===== config.mk =====
export PLATFORM = sky130hd
export DESIGN_NAME = pad_cfg_loader_flat
export DESIGN_NICKNAME = d
export VERILOG_FILES = /design/src/rtl/pad_cfg_loader_pkg.sv /design/src/rtl/pad_cfg_loader_if.sv /design/src/rtl/pad_cfg_sync.sv /design/src/rtl/pad_cfg_loader.sv /design/src/flat_wrapper.sv
export SDC_FILE = /design/constraint.sdc
export NUM_CORES = 1
export LEC_CHECK = 0
export ABC_AREA = 1
export BUFFER_PORTS_ARGS = -buffer_cell sky130_fd_sc_hd__buf_4
export CORE_AREA = 2 2 268 270
export DETAILED_ROUTE_END_ITERATION = 10
export DIE_AREA = 0 0 270 272
export PLACE_DENSITY = 0.66
export SYNTH_ARGS = -nofsm -noshare
export SYNTH_HDL_FRONTEND = slang
export SYNTH_SLANG_ARGS = --single-unit

===== constraint.sdc =====
create_clock -name clk -period 5.7 [get_ports clk]
set_input_delay 0.285 -clock clk [delete_from_list [all_inputs] [get_ports clk]]
set_output_delay 0.285 -clock clk [all_outputs]
set_load 0.005 [all_outputs]

===== src/rtl/pad_cfg_loader_pkg.sv =====
// Shared definitions for the serial pad-configuration loader: frame opcodes,
// FSM states, pad config field positions and the post-reset pad word.
package pad_cfg_loader_pkg;

  typedef enum logic [1:0] {
    OP_NOP    = 2'b00,
    OP_WRITE  = 2'b01,
    OP_READ   = 2'b10,
    OP_COMMIT = 2'b11
  } op_e;

  typedef enum logic [1:0] {
    ST_IDLE,
    ST_SHIFT,
    ST_DONE,
    ST_WAIT
  } state_e;

  localparam int FRAME_LEN = 16;
  localparam int CFG_W     = 7;

  // Bit positions inside the 7-bit per-pad word {dm2,dm1,dm0,ib,vtrip,slow,ieb}
  localparam int FLD_DM2     = 6;
  localparam int FLD_DM1     = 5;
  localparam int FLD_DM0     = 4;
  localparam int FLD_IB_MODE = 3;
  localparam int FLD_VTRIP   = 2;
  localparam int FLD_SLOW    = 1;
  localparam int FLD_IEB     = 0;

  typedef logic [CFG_W-1:0] pad_cfg_t;

  // Input-only drive mode (dm = 3'b001), all other selects cleared
  localparam pad_cfg_t PAD_CFG_DEFAULT = 7'b001_0000;

  function automatic logic [FRAME_LEN-1:0] read_resp(input logic [5:0] idx, input pad_cfg_t word);
    return {OP_READ, idx, 1'b0, word};
  endfunction

  function automatic logic [7:0] sat_inc8(input logic [7:0] val);
    return (val == 8'hFF) ? val : val + 8'd1;
  endfunction

endpackage


===== src/rtl/pad_cfg_loader_if.sv =====
// Serial configuration port: chip select, clock and data towards the loader,
// readback data and its pad output-enable back to the host.
interface pad_cfg_loader_if;
  logic scs_n;
  logic sclk;
  logic sdi;
  logic sdo;
  logic sdo_oeb;

  modport master (output scs_n, output sclk, output sdi, input sdo, input sdo_oeb);
  modport slave  (input scs_n, input sclk, input sdi, output sdo, output sdo_oeb);
endinterface


===== src/rtl/pad_cfg_sync.sv =====
// Multi-stage synchroniser for asynchronous inputs; each bit resets to its
// own idle level so a reset never fabricates an edge on the synced copy.
module pad_cfg_sync #(
  parameter int               STAGES  = 2,
  parameter int               WIDTH   = 1,
  parameter logic [WIDTH-1:0] RST_VAL = '0
) (
  input  logic             clk,
  input  logic             resetb,
  input  logic [WIDTH-1:0] d,
  output logic [WIDTH-1:0] q
);

  logic [WIDTH-1:0] stage_reg [STAGES];

  always_ff @(posedge clk or negedge resetb) begin
    if (!resetb) begin
      for (int i = 0; i < STAGES; i++) begin
        stage_reg[i] <= RST_VAL;
      end
    end else begin
      stage_reg[0] <= d;
      for (int i = 1; i < STAGES; i++) begin
        stage_reg[i] <= stage_reg[i-1];
      end
    end
  end

  assign q = stage_reg[STAGES-1];

endmodule


===== src/rtl/pad_cfg_loader.sv =====
// Serial pad-configuration loader: 16-bit frames update a shadow bank, COMMIT
// publishes it to the pad outputs, READ returns a shadow word on the next frame.
module pad_cfg_loader
  import pad_cfg_loader_pkg::*;
#(
  parameter int NPADS       = 44,  // matches `OPENFRAME_IO_PADS
  parameter int SYNC_STAGES = 2
) (
  input  logic             clk,
  input  logic             resetb,
  pad_cfg_loader_if.slave  spi,
  output logic [NPADS-1:0] gpio_dm2,
  output logic [NPADS-1:0] gpio_dm1,
  output logic [NPADS-1:0] gpio_dm0,
  output logic [NPADS-1:0] gpio_ib_mode_sel,
  output logic [NPADS-1:0] gpio_vtrip_sel,
  output logic [NPADS-1:0] gpio_slow_sel,
  output logic [NPADS-1:0] gpio_ieb,
  output logic             cfg_valid,
  output logic             commit_pulse,
  output logic [7:0]       err_cnt
);

  localparam int PW = $clog2(SYNC_STAGES + 1);
  localparam int BW = $clog2(FRAME_LEN);

  logic scs_n_s;
  logic sclk_s;
  logic sdi_s;

  pad_cfg_sync #(.STAGES(SYNC_STAGES), .WIDTH(1), .RST_VAL(1'b1)) u_sync_scs_n (
    .clk(clk), .resetb(resetb), .d(spi.scs_n), .q(scs_n_s)
  );
  pad_cfg_sync #(.STAGES(SYNC_STAGES), .WIDTH(1), .RST_VAL(1'b0)) u_sync_sclk (
    .clk(clk), .resetb(resetb), .d(spi.sclk), .q(sclk_s)
  );
  pad_cfg_sync #(.STAGES(SYNC_STAGES), .WIDTH(1), .RST_VAL(1'b0)) u_sync_sdi (
    .clk(clk), .resetb(resetb), .d(spi.sdi), .q(sdi_s)
  );

  state_e                 state_reg;
  logic [BW-1:0]          bit_cnt_reg;
  logic [FRAME_LEN-1:0]   frame_reg;
  logic [FRAME_LEN-1:0]   resp_reg;
  logic [FRAME_LEN-1:0]   tx_shift_reg;
  logic                   scs_n_d_reg;
  logic                   sclk_d_reg;
  logic [PW-1:0]          prime_cnt_reg;
  logic                   sdo_reg;
  logic                   sdo_oeb_reg;
  logic                   commit_pulse_reg;
  logic                   cfg_valid_reg;
  logic [7:0]             err_cnt_reg;
  logic                   wr_en_reg;
  logic [5:0]             wr_idx_reg;
  pad_cfg_t               wr_data_reg;

  pad_cfg_t shadow_reg [NPADS];
  pad_cfg_t active_reg [NPADS];

  logic     primed;
  logic     scs_fall;
  logic     scs_rise;
  logic     sclk_rise;
  logic     sclk_fall;
  op_e      frame_op;
  logic [5:0] frame_idx;
  pad_cfg_t frame_data;
  logic     idx_ok;
  logic     commit_now;
  pad_cfg_t rd_word;

  // The synced chip select shows its reset level for SYNC_STAGES cycles after
  // reset; edges are only trusted once real pin samples have reached the end.
  assign primed    = (prime_cnt_reg == PW'(SYNC_STAGES));
  assign scs_fall  = ~scs_n_s & scs_n_d_reg;
  assign scs_rise  = scs_n_s & ~scs_n_d_reg;
  assign sclk_rise = sclk_s & ~sclk_d_reg;
  assign sclk_fall = ~sclk_s & sclk_d_reg;

  assign frame_op   = op_e'(frame_reg[15:14]);
  assign frame_idx  = frame_reg[13:8];
  assign frame_data = frame_reg[CFG_W-1:0];
  assign idx_ok     = (int'(frame_idx) < NPADS);
  assign commit_now = (state_reg == ST_DONE) && (frame_op == OP_COMMIT);

  always_comb begin
    rd_word = '0;
    for (int i = 0; i < NPADS; i++) begin
      if (int'(frame_idx) == i) begin
        rd_word = shadow_reg[i];
      end
    end
  end

  always_ff @(posedge clk or negedge resetb) begin
    if (!resetb) begin
      state_reg        <= ST_IDLE;
      bit_cnt_reg      <= '0;
      frame_reg        <= '0;
      resp_reg         <= '0;
      tx_shift_reg     <= '0;
      scs_n_d_reg      <= 1'b0;
      sclk_d_reg       <= 1'b0;
      prime_cnt_reg    <= '0;
      sdo_reg          <= 1'b0;
      sdo_oeb_reg      <= 1'b1;
      commit_pulse_reg <= 1'b0;
      cfg_valid_reg    <= 1'b0;
      err_cnt_reg      <= '0;
      wr_en_reg        <= 1'b0;
      wr_idx_reg       <= '0;
      wr_data_reg      <= PAD_CFG_DEFAULT;
    end else begin
      if (!primed) begin
        prime_cnt_reg <= prime_cnt_reg + PW'(1);
      end
      scs_n_d_reg      <= primed ? scs_n_s : 1'b0;
      sclk_d_reg       <= sclk_s;
      sdo_oeb_reg      <= scs_n_s;
      commit_pulse_reg <= 1'b0;
      wr_en_reg        <= 1'b0;

      // Readback: snapshot the pending response at frame start, then present
      // one bit per sclk falling edge so the host samples on the rising edge.
      if (scs_fall) begin
        tx_shift_reg <= resp_reg;
      end else if (!scs_n_s && sclk_fall) begin
        sdo_reg      <= tx_shift_reg[FRAME_LEN-1];
        tx_shift_reg <= {tx_shift_reg[FRAME_LEN-2:0], 1'b0};
      end

      case (state_reg)
        ST_IDLE: begin
          if (scs_fall) begin
            state_reg   <= ST_SHIFT;
            bit_cnt_reg <= '0;
          end
        end
        ST_SHIFT: begin
          if (scs_rise) begin
            state_reg   <= ST_IDLE;
            bit_cnt_reg <= '0;
            err_cnt_reg <= sat_inc8(err_cnt_reg);
          end else if (sclk_rise) begin
            frame_reg <= {frame_reg[FRAME_LEN-2:0], sdi_s};
            if (bit_cnt_reg == BW'(FRAME_LEN - 1)) begin
              state_reg   <= ST_DONE;
              bit_cnt_reg <= '0;
            end else begin
              bit_cnt_reg <= bit_cnt_reg + BW'(1);
            end
          end
        end
        ST_DONE: begin
          state_reg <= scs_rise ? ST_IDLE : ST_WAIT;
          resp_reg  <= '0;
          case (frame_op)
            OP_WRITE: begin
              if (idx_ok) begin
                wr_en_reg   <= 1'b1;
                wr_idx_reg  <= frame_idx;
                wr_data_reg <= frame_data;
              end else begin
                err_cnt_reg <= sat_inc8(err_cnt_reg);
              end
            end
            OP_READ: begin
              if (idx_ok) begin
                resp_reg <= read_resp(frame_idx, rd_word);
              end else begin
                err_cnt_reg <= sat_inc8(err_cnt_reg);
              end
            end
            OP_COMMIT: begin
              commit_pulse_reg <= 1'b1;
              cfg_valid_reg    <= 1'b1;
            end
            default: ;
          endcase
        end
        ST_WAIT: begin
          if (scs_rise) begin
            state_reg <= ST_IDLE;
          end
        end
        default: state_reg <= ST_IDLE;
      endcase
    end
  end

  always_ff @(posedge clk or negedge resetb) begin
    if (!resetb) begin
      for (int i = 0; i < NPADS; i++) begin
        shadow_reg[i] <= PAD_CFG_DEFAULT;
        active_reg[i] <= PAD_CFG_DEFAULT;
      end
    end else begin
      for (int i = 0; i < NPADS; i++) begin
        if (wr_en_reg && int'(wr_idx_reg) == i) begin
          shadow_reg[i] <= wr_data_reg;
        end
        if (commit_now) begin
          active_reg[i] <= shadow_reg[i];
        end
      end
    end
  end

  for (genvar gi = 0; gi < NPADS; gi++) begin : g_pad
    pad_cfg_t word;
    assign word                 = cfg_valid_reg ? active_reg[gi] : PAD_CFG_DEFAULT;
    assign gpio_dm2[gi]         = word[FLD_DM2];
    assign gpio_dm1[gi]         = word[FLD_DM1];
    assign gpio_dm0[gi]         = word[FLD_DM0];
    assign gpio_ib_mode_sel[gi] = word[FLD_IB_MODE];
    assign gpio_vtrip_sel[gi]   = word[FLD_VTRIP];
    assign gpio_slow_sel[gi]    = word[FLD_SLOW];
    assign gpio_ieb[gi]         = word[FLD_IEB];
  end

  assign spi.sdo      = sdo_reg;
  assign spi.sdo_oeb  = sdo_oeb_reg;
  assign cfg_valid    = cfg_valid_reg;
  assign commit_pulse = commit_pulse_reg;
  assign err_cnt      = err_cnt_reg;

endmodule


===== src/flat_wrapper.sv =====
// flat-port wrapper written by rule: the top's interface ports become plain ports
module pad_cfg_loader_flat import pad_cfg_loader_pkg::*;
#(
  parameter int NPADS       = 44,                               
  parameter int SYNC_STAGES = 2
)
  (clk, resetb, gpio_dm2, gpio_dm1, gpio_dm0, gpio_ib_mode_sel, gpio_vtrip_sel, gpio_slow_sel, gpio_ieb, cfg_valid, commit_pulse, err_cnt, spi_scs_n, spi_sclk, spi_sdi, spi_sdo, spi_sdo_oeb);
  pad_cfg_loader_if spi_i ();
  input  logic clk;
  input  logic resetb;
  output logic [NPADS-1:0] gpio_dm2;
  output logic [NPADS-1:0] gpio_dm1;
  output logic [NPADS-1:0] gpio_dm0;
  output logic [NPADS-1:0] gpio_ib_mode_sel;
  output logic [NPADS-1:0] gpio_vtrip_sel;
  output logic [NPADS-1:0] gpio_slow_sel;
  output logic [NPADS-1:0] gpio_ieb;
  output logic cfg_valid;
  output logic commit_pulse;
  output logic [7:0] err_cnt;
  input wire logic [$bits(spi_i.scs_n)-1:0] spi_scs_n;
  input wire logic [$bits(spi_i.sclk)-1:0] spi_sclk;
  input wire logic [$bits(spi_i.sdi)-1:0] spi_sdi;
  output wire logic [$bits(spi_i.sdo)-1:0] spi_sdo;
  output wire logic [$bits(spi_i.sdo_oeb)-1:0] spi_sdo_oeb;
  assign spi_i.scs_n = spi_scs_n;
  assign spi_i.sclk = spi_sclk;
  assign spi_i.sdi = spi_sdi;
  assign spi_sdo = spi_i.sdo;
  assign spi_sdo_oeb = spi_i.sdo_oeb;
  pad_cfg_loader #(.NPADS(NPADS), .SYNC_STAGES(SYNC_STAGES)) u_core (.clk(clk), .resetb(resetb), .spi(spi_i), .gpio_dm2(gpio_dm2), .gpio_dm1(gpio_dm1), .gpio_dm0(gpio_dm0), .gpio_ib_mode_sel(gpio_ib_mode_sel), .gpio_vtrip_sel(gpio_vtrip_sel), .gpio_slow_sel(gpio_slow_sel), .gpio_ieb(gpio_ieb), .cfg_valid(cfg_valid), .commit_pulse(commit_pulse), .err_cnt(err_cnt));
endmodule

==> results of run 1 <==
-- metrics by stage --
step	std cells	util	instance area (µm²)	hold WS (ns)	setup WS [ns]
after global placement	5146	0.4904	34690	0.3361	1.460
final	5285	0.5244	37100	0.2867	1.366
after floorplan	4044	-	31500	-0.01059	2.793
after CTS	5285	0.5244	37100	0.2981	1.365
after global routing	5285	0.5244	37100	0.3290	0.8390
after detailed placement	5146	0.4904	34690	0.3365	1.404
-- power groups by stage --
stage                     logic (µW)  registers (µW)  clock network, µW
final                           1480            5190               4740
after global routing            1680            5210               5040
after CTS                       1480            5190               4830
after detailed placement        1470            5280                  0
after global placement          1460            5280                  0
after floorplan                 1000            5240                  0
-- how the worst min path moves through the flow --
stage	slack [ns]	start	cells after the start	to
after global routing	0.33	spi_scs_n	2	u_core.u_sync_scs_n.stage_reg[1]$_DFF_PN1_
after CTS	0.30	resetb	2	u_core.active_reg[233]$_DFFE_PN0P_
after floorplan	-0.01	resetb	0	u_core.active_reg[0]$_DFFE_PN0P_
after detailed placement	0.34	u_core.u_sync_sdi.stage_reg[1]$_DFF_PN0_	0	u_core.u_sync_sdi.q$_DFF_PN0_
final	0.29	resetb	2	u_core.active_reg[233]$_DFFE_PN0P_
after global placement	0.34	u_core.u_sync_sdi.stage_reg[1]$_DFF_PN0_	0	u_core.u_sync_sdi.q$_DFF_PN0_
-- worst max-delay path, delay by kind of cell (launching register included) --
kind                   cells  cell delay, ns
AND/OR/NAND/NOR           31            3.32
buffers and inverters      2            0.47
flip-flops                 1            0.42
-- area by class of cell --
class,instances,area share
multi-input cells,2651,0.3012
inverters,493,0.05049
repair buffers,352,0.07440
clock inverters,24,0.005733
well taps,950,0.03204
clock buffers,111,0.05807
flip-flops and latches,704,0.4780
-- metal layers --
layer,routed length [µm],vias to the layer above
met5,0,-
met3,4806,129
met2,42140,741
met1,41600,12390
li1,-,12760
met4,2087,0
-- synthesized netlist by cell type --
cell type / n
nand2_1: 1862
dfrtp_1: 612
inv_1: 483
o21ai_0: 434
clkbuf_1: 189
nor2_1: 124
dfstp_2: 92
or2_2: 49
nand4_1: 45
a21oi_1: 41
nand3_1: 24
mux2_2: 9
inv_2: 8
nor2_2: 7
ha_1: 6
nor3_1: 6
buf_2: 5
o211ai_1: 5
o22ai_1: 5
o221ai_1: 4
or2_0: 4
xnor2_1: 4
xor2_1: 4
a22oi_1: 3
nor2_8: 2
nor3b_1: 2
or2_1: 2
a2111oi_0: 1
a211oi_1: 1
a21o_1: 1
buf_1: 1
buf_4: 1
bufinv_8: 1
clkinv_2: 1
nand2_2: 1
nand2_4: 1
nand3_2: 1
nor2_4: 1
nor3_2: 1
o32ai_1: 1
-- what timing repair did --
action / CTS / global route
setup buffers: 0 / 0
endpoints found under the hold margin: 69 / 0
hold buffers: 4 / 0
gates resized for setup: 0 / 0
-- logic make-up (layout without fill, tap and decap cells) --
kind of cell | count (synthesis) | count (layout) | synth area share
XOR/XNOR | 8 | 8 | 0.002224
flip-flops | 704 | 704 | 0.5629
AO/OA/AOI/OAI | 496 | 496 | 0.08050
buffers and inverters | 689 | 980 | 0.08289
adder cells (fa/ha/maj) | 6 | 6 | 0.002383
multiplexers | 9 | 9 | 0.003217
AND/OR/NAND/NOR | 2132 | 2132 | 0.2659
==> flow_metrics.env, run 1 <==
export IMPL_vias=26010
export IMPL_slowest_delay_ns=0.60
export IMPL_drv_cap=0
export IMPL_initial_core_util=0.4453
export IMPL_worst_ep_required_time_ns=6.21
export IMPL_layout_commonest_cell="nand2_1"
export IMPL_ys_types=40
export IMPL_rsz0062_at_grt="no"
export IMPL_final_cell_mix="nand2_1, dfrtp_1, inv_1, o21ai_0, buf_4"
export IMPL_antenna_left=0
export IMPL_hold_class="in2async"
export IMPL_p_sw_frac=0.2724
export IMPL_synth_top_cell_by_area="dfrtp_1"
export IMPL_core_area_um2=70750
export IMPL_timing_critical_path_to="u_core.resp_reg[2]$_DFFE_PN0P_"
export IMPL_max_slew_margin=0.2692
export IMPL_drive_gt1_frac=0.1472
export IMPL_die_area_um2=73440
export IMPL_leakagePower_uw=0.02001
export IMPL_worstMarginPinSlew_ns=1.095
export IMPL_cp_startpoint="u_core.frame_reg[12]$_DFFE_PN0P_"
export IMPL_min_period_over_period=0.7603
export IMPL_syn_area_per_cell_um2=7.790
export IMPL_die_w_um=270
export IMPL_synth_top_area_frac=0.4861
export IMPL_total_power_uw=11410
export IMPL_crit_top_cell="nand2_1"
export IMPL_numPortBuffers=324
export IMPL_grt_pass1_wl_mm=142.8
export IMPL_switching_power_uw=3109
export IMPL_dr_pass1_iters=6
export IMPL_drv_slew=0
export IMPL_slowest_stage="nor2_1"
export IMPL_reg2regPathDepth=33
export IMPL_cp_max_fo=11
export IMPL_r2r_slack_ns=1.37
export IMPL_grt_util_met3=0.03623
export IMPL_setup_tns_final_ns=0
export IMPL_max_clock_path_buffers=3
export IMPL_seq_area_um2=17740
export IMPL_nets=4287
export IMPL_grt_max_degree=177
export IMPL_worstReg2RegStart="u_core.frame_reg[12]$_DFFE_PN0P_"
export IMPL_multi_input_area_um2=11180
export IMPL_skew_ns=0.02600
export IMPL_grtUsageMet1=0.3503
export IMPL_post_route_drc_count=0
export IMPL_pwr_share_comb=0.129
export IMPL_gp_congestion=0.9139
export IMPL_row_count=98
export IMPL_outcome="completed"
export IMPL_power_density_nw_per_um2=307.7
export IMPL_path_clk_slew_ns=0.06
export IMPL_gr_max_usage_layer="met2"
export IMPL_wire_per_inst_um=17.15
export IMPL_htreeDepth=3
export IMPL_crit_path_end_kind="flop"
export IMPL_max_clock_freq_mhz=230.7
export IMPL_io_pins=325
export IMPL_area_growth_pct=17.76
export IMPL_overflow=0
export IMPL_cts_buffers=74
export IMPL_hold_viol=0
export IMPL_yosysSeqAreaShare=0.5628
export IMPL_setup_violations=0
export IMPL_synth_net_count=4055
export IMPL_cts_tree="yes"
export IMPL_die_h_um=272
export IMPL_grt_pass1_vias=24940
export IMPL_synthesis_area_um2=31500
export IMPL_synthTopCellsByArea="dfrtp_1, nand2_1, dfstp_2"
export IMPL_cts_sinks=704
export IMPL_dp_hpwl_mm=63.54
export IMPL_worstSkewPairLatency_ns=0.63
export IMPL_root_buffer="clkbuf_16"
export IMPL_ys_warn_count=0
export IMPL_path_class="reg2reg"
export IMPL_postSynthCellCount=4044
export IMPL_period_minus_slack_ns=4.334
export IMPL_clkPwrFrac=0.416
export IMPL_vdd_ir_drop_max_uv=166.3
export IMPL_use_met2=0.3901
export IMPL_startpoint_type="flop"
export IMPL_track_usage=0.2457
export IMPL_via_per_inst=4.922
export IMPL_internal_power_uw=8306
export IMPL_r2r_end="u_core.resp_reg[2]$_DFFE_PN0P_"
export IMPL_drt_initial_drc_count=2376
export IMPL_fillers=6823
export IMPL_ys_ff_latch=704
export IMPL_num_antenna_cells=0
export IMPL_grt_antenna_before_repair=0
export IMPL_seqPwrFrac=0.455
export IMPL_worstPathArrival_ns=4.85
export IMPL_wirelength_mm=90.63
No activity file was read; power rests on OpenSTA's default activity.
==> run 2: changes to the inputs <==
==> constraint.sdc (replaced) <==
create_clock -name clk -period 4 [get_ports clk]
set_input_delay 0.2 -clock clk [delete_from_list [all_inputs] [get_ports clk]]
set_output_delay 0.2 -clock clk [all_outputs]
set_load 0.005 [all_outputs]
==> run 2 against run 1 <==
Effect of this change: die area unchanged; power increased by 45%; register-to-register slack got worse by 1.1 ns; combinational power increased by 47%; worst hold slack got worse by 0.061 ns; sequential share of layout area decreased by 0.52 points; count of clock-buffer cells in the layout decreased by 4; utilization increased by 0.58 points; critical path type unchanged; highest routed layer unchanged.
==> flow_metrics.env, run 2 (synthesis results as in run 1) <==
export IMPL_outcome="completed"
export IMPL_die_w_um=270
export IMPL_startpoint_type="flop"
export IMPL_skew_ns=0.02911
export IMPL_track_usage=0.2491
export IMPL_vias=26350
export IMPL_cts_tree="yes"
export IMPL_slowest_delay_ns=0.41
export IMPL_min_period_over_period=0.9219
export IMPL_drive_gt1_frac=0.1571
export IMPL_wire_per_inst_um=17.27
export IMPL_worstMarginPinSlew_ns=1.117
export IMPL_grt_max_degree=109
export IMPL_dp_hpwl_mm=66.00
export IMPL_reg2regPathDepth=40
export IMPL_crit_top_cell="nand2_1"
export IMPL_final_cell_mix="nand2_1, dfrtp_1, inv_1, o21ai_0, buf_4"
export IMPL_cp_startpoint="u_core.frame_reg[11]$_DFFE_PN0P_"
export IMPL_worstSkewPairLatency_ns=0.64
export IMPL_gp_congestion=0.8948
export IMPL_max_slew_margin=0.2546
export IMPL_fillers=6714
export IMPL_nets=4316
export IMPL_io_pins=325
export IMPL_drv_slew=0
export IMPL_max_clock_freq_mhz=271.2
export IMPL_wirelength_mm=91.80
export IMPL_worstPathArrival_ns=4.20
export IMPL_leakagePower_uw=0.02023
export IMPL_core_area_um2=70750
export IMPL_timing_critical_path_to="u_core.resp_reg[2]$_DFFE_PN0P_"
export IMPL_drt_initial_drc_count=2362
export IMPL_die_area_um2=73440
export IMPL_layout_commonest_cell="nand2_1"
export IMPL_route_met3_wl_mm=5.214
export IMPL_critPathTopFamily="simple AND/OR/NAND/NOR gates"
export IMPL_die_h_um=272
export IMPL_grt_antenna_before_repair=0
export IMPL_placed_area_um2=34960
export IMPL_numPortBuffers=324
export IMPL_htreeDepth=3
export IMPL_critical_path_buf_inv_count=2
export IMPL_vdd_ir_drop_max_uv=294.2
export IMPL_via_per_inst=4.955
export IMPL_num_antenna_cells=0
export IMPL_cts_buffers=74
export IMPL_max_clock_path_buffers=3
export IMPL_dr_pass1_iters=6
export IMPL_area_growth_pct=19.08
export IMPL_hold_viol=0
export IMPL_worstReg2RegStart="u_core.frame_reg[11]$_DFFE_PN0P_"
export IMPL_drv_cap=0
export IMPL_cts_sinks=704
export IMPL_wl_met2_mm=42.62
export IMPL_top_layer="met4"
export IMPL_whs_ns=0.2254
export IMPL_row_count=98
export IMPL_path_class="reg2reg"
export IMPL_overflow=0
export IMPL_cp_num_cells=40
export IMPL_worst_ep_required_time_ns=4.52
export IMPL_post_cts_setup_buffers=0
export IMPL_root_buffer="clkbuf_16"
export IMPL_post_route_drc_count=0
export IMPL_crit_path_end_kind="flop"
export IMPL_period_minus_slack_ns=3.687
export IMPL_cp_max_fo=10
export IMPL_path_clk_slew_ns=0.06
export IMPL_antenna_left=0
export IMPL_grt_pass1_wl_mm=144.5
export IMPL_grt_pass1_vias=25090
export IMPL_r2r_end="u_core.resp_reg[2]$_DFFE_PN0P_"
export IMPL_wl_met1_mm=42.16
export IMPL_slowest_stage="dfrtp_1"
export IMPL_design_area_um2=37510
export IMPL_setup_violations=0
export IMPL_power_density_nw_per_um2=440.4
export IMPL_r2r_slack_ns=0.31
export IMPL_hold_class="in2reg"
export IMPL_initial_core_util=0.4453
==> run 2: cell types whose count changed in the layout (fill, tap and decap cells not counted), sizes merged <==
cell and delta:
clkinvlp +2, clkbuf -4, clkinv +2, buf +29, inv +3
==> run 2: per-layer routing <==
layer | global-route usage | vias to the layer above
met1 | 0.3580 | 12650
met5 | 0 | -
li1 | - | 12820
met3 | 0.03332 | 112
met4 | 0.06477 | 0
met2 | 0.3997 | 765
==> run 2: layout make-up <==
type	count	area, µm²	share of cell area
multi-input combinational	2651	11220	0.2990
tap	950	1189	0.03169
sequential	704	17740	0.4729
inverter	493	1873	0.04993
clock inverter	31	282.8	0.007538
clock buffer	107	2187	0.05830
timing repair buffer	381	3028	0.08071
==> run 2: stage by stage <==
stage / setup TNS (ns) / util / power (µW) / setup slack, ns / cells
floorplan: 0 / - / 8903 / 1.093 / 4044
global placement: 0 / 0.4941 / 9616 / 0.3813 / 5175
detailed placement: 0 / 0.4941 / 9646 / 0.3489 / 5175
CTS: 0 / 0.5296 / 16560 / 0.3129 / 5317
global route: -0.003193 / 0.5302 / 17180 / -0.003193 / 5317
finish: 0 / 0.5302 / 16520 / 0.3126 / 5317
==> run 2: worst register-to-register path, delay by kind of cell (launching register included) <==
family,cells,cell delay (ns)
buf+inv,2,0.23
flops,1,0.41
simple gates,38,2.95
==> run 2: repair_timing <==
action | CTS | global route
endpoints found under the setup margin | 0 | 3
hold endpoints to repair | 81 | 0
resized for setup | 0 | 11
hold buffers | 4 | 0
==> run 2: worst min path at each step <==
| stage | start | depth (start not counted) | slack, ns | endpoint |
|---|---|---|---|---|
| 6_report | spi_sclk | 2 | 0.23 | u_core.u_sync_sclk.stage_reg[1]$_DFF_PN0_ |
| 5_1_grt | spi_sclk | 2 | 0.23 | u_core.u_sync_sclk.stage_reg[1]$_DFF_PN0_ |
| 4_1_cts | spi_sclk | 2 | 0.20 | u_core.u_sync_sclk.stage_reg[1]$_DFF_PN0_ |
| 3_5_place_dp | spi_scs_n | 1 | 0.31 | u_core.u_sync_scs_n.stage_reg[1]$_DFF_PN1_ |
| 3_3_place_gp | spi_sdi | 1 | 0.31 | u_core.u_sync_sdi.stage_reg[1]$_DFF_PN0_ |
| 2_1_floorplan | resetb | 0 | -0.1 | u_core.active_reg[0]$_DFFE_PN0P_ |
==> run 2: power by group <==
part           switching (µW)  internal (µW)  leakage [µW]
clock                    2910           4020       0.00123
combinational            1470            712       0.00955
sequential                150           7250       0.00946
total                    4530          12000        0.0202
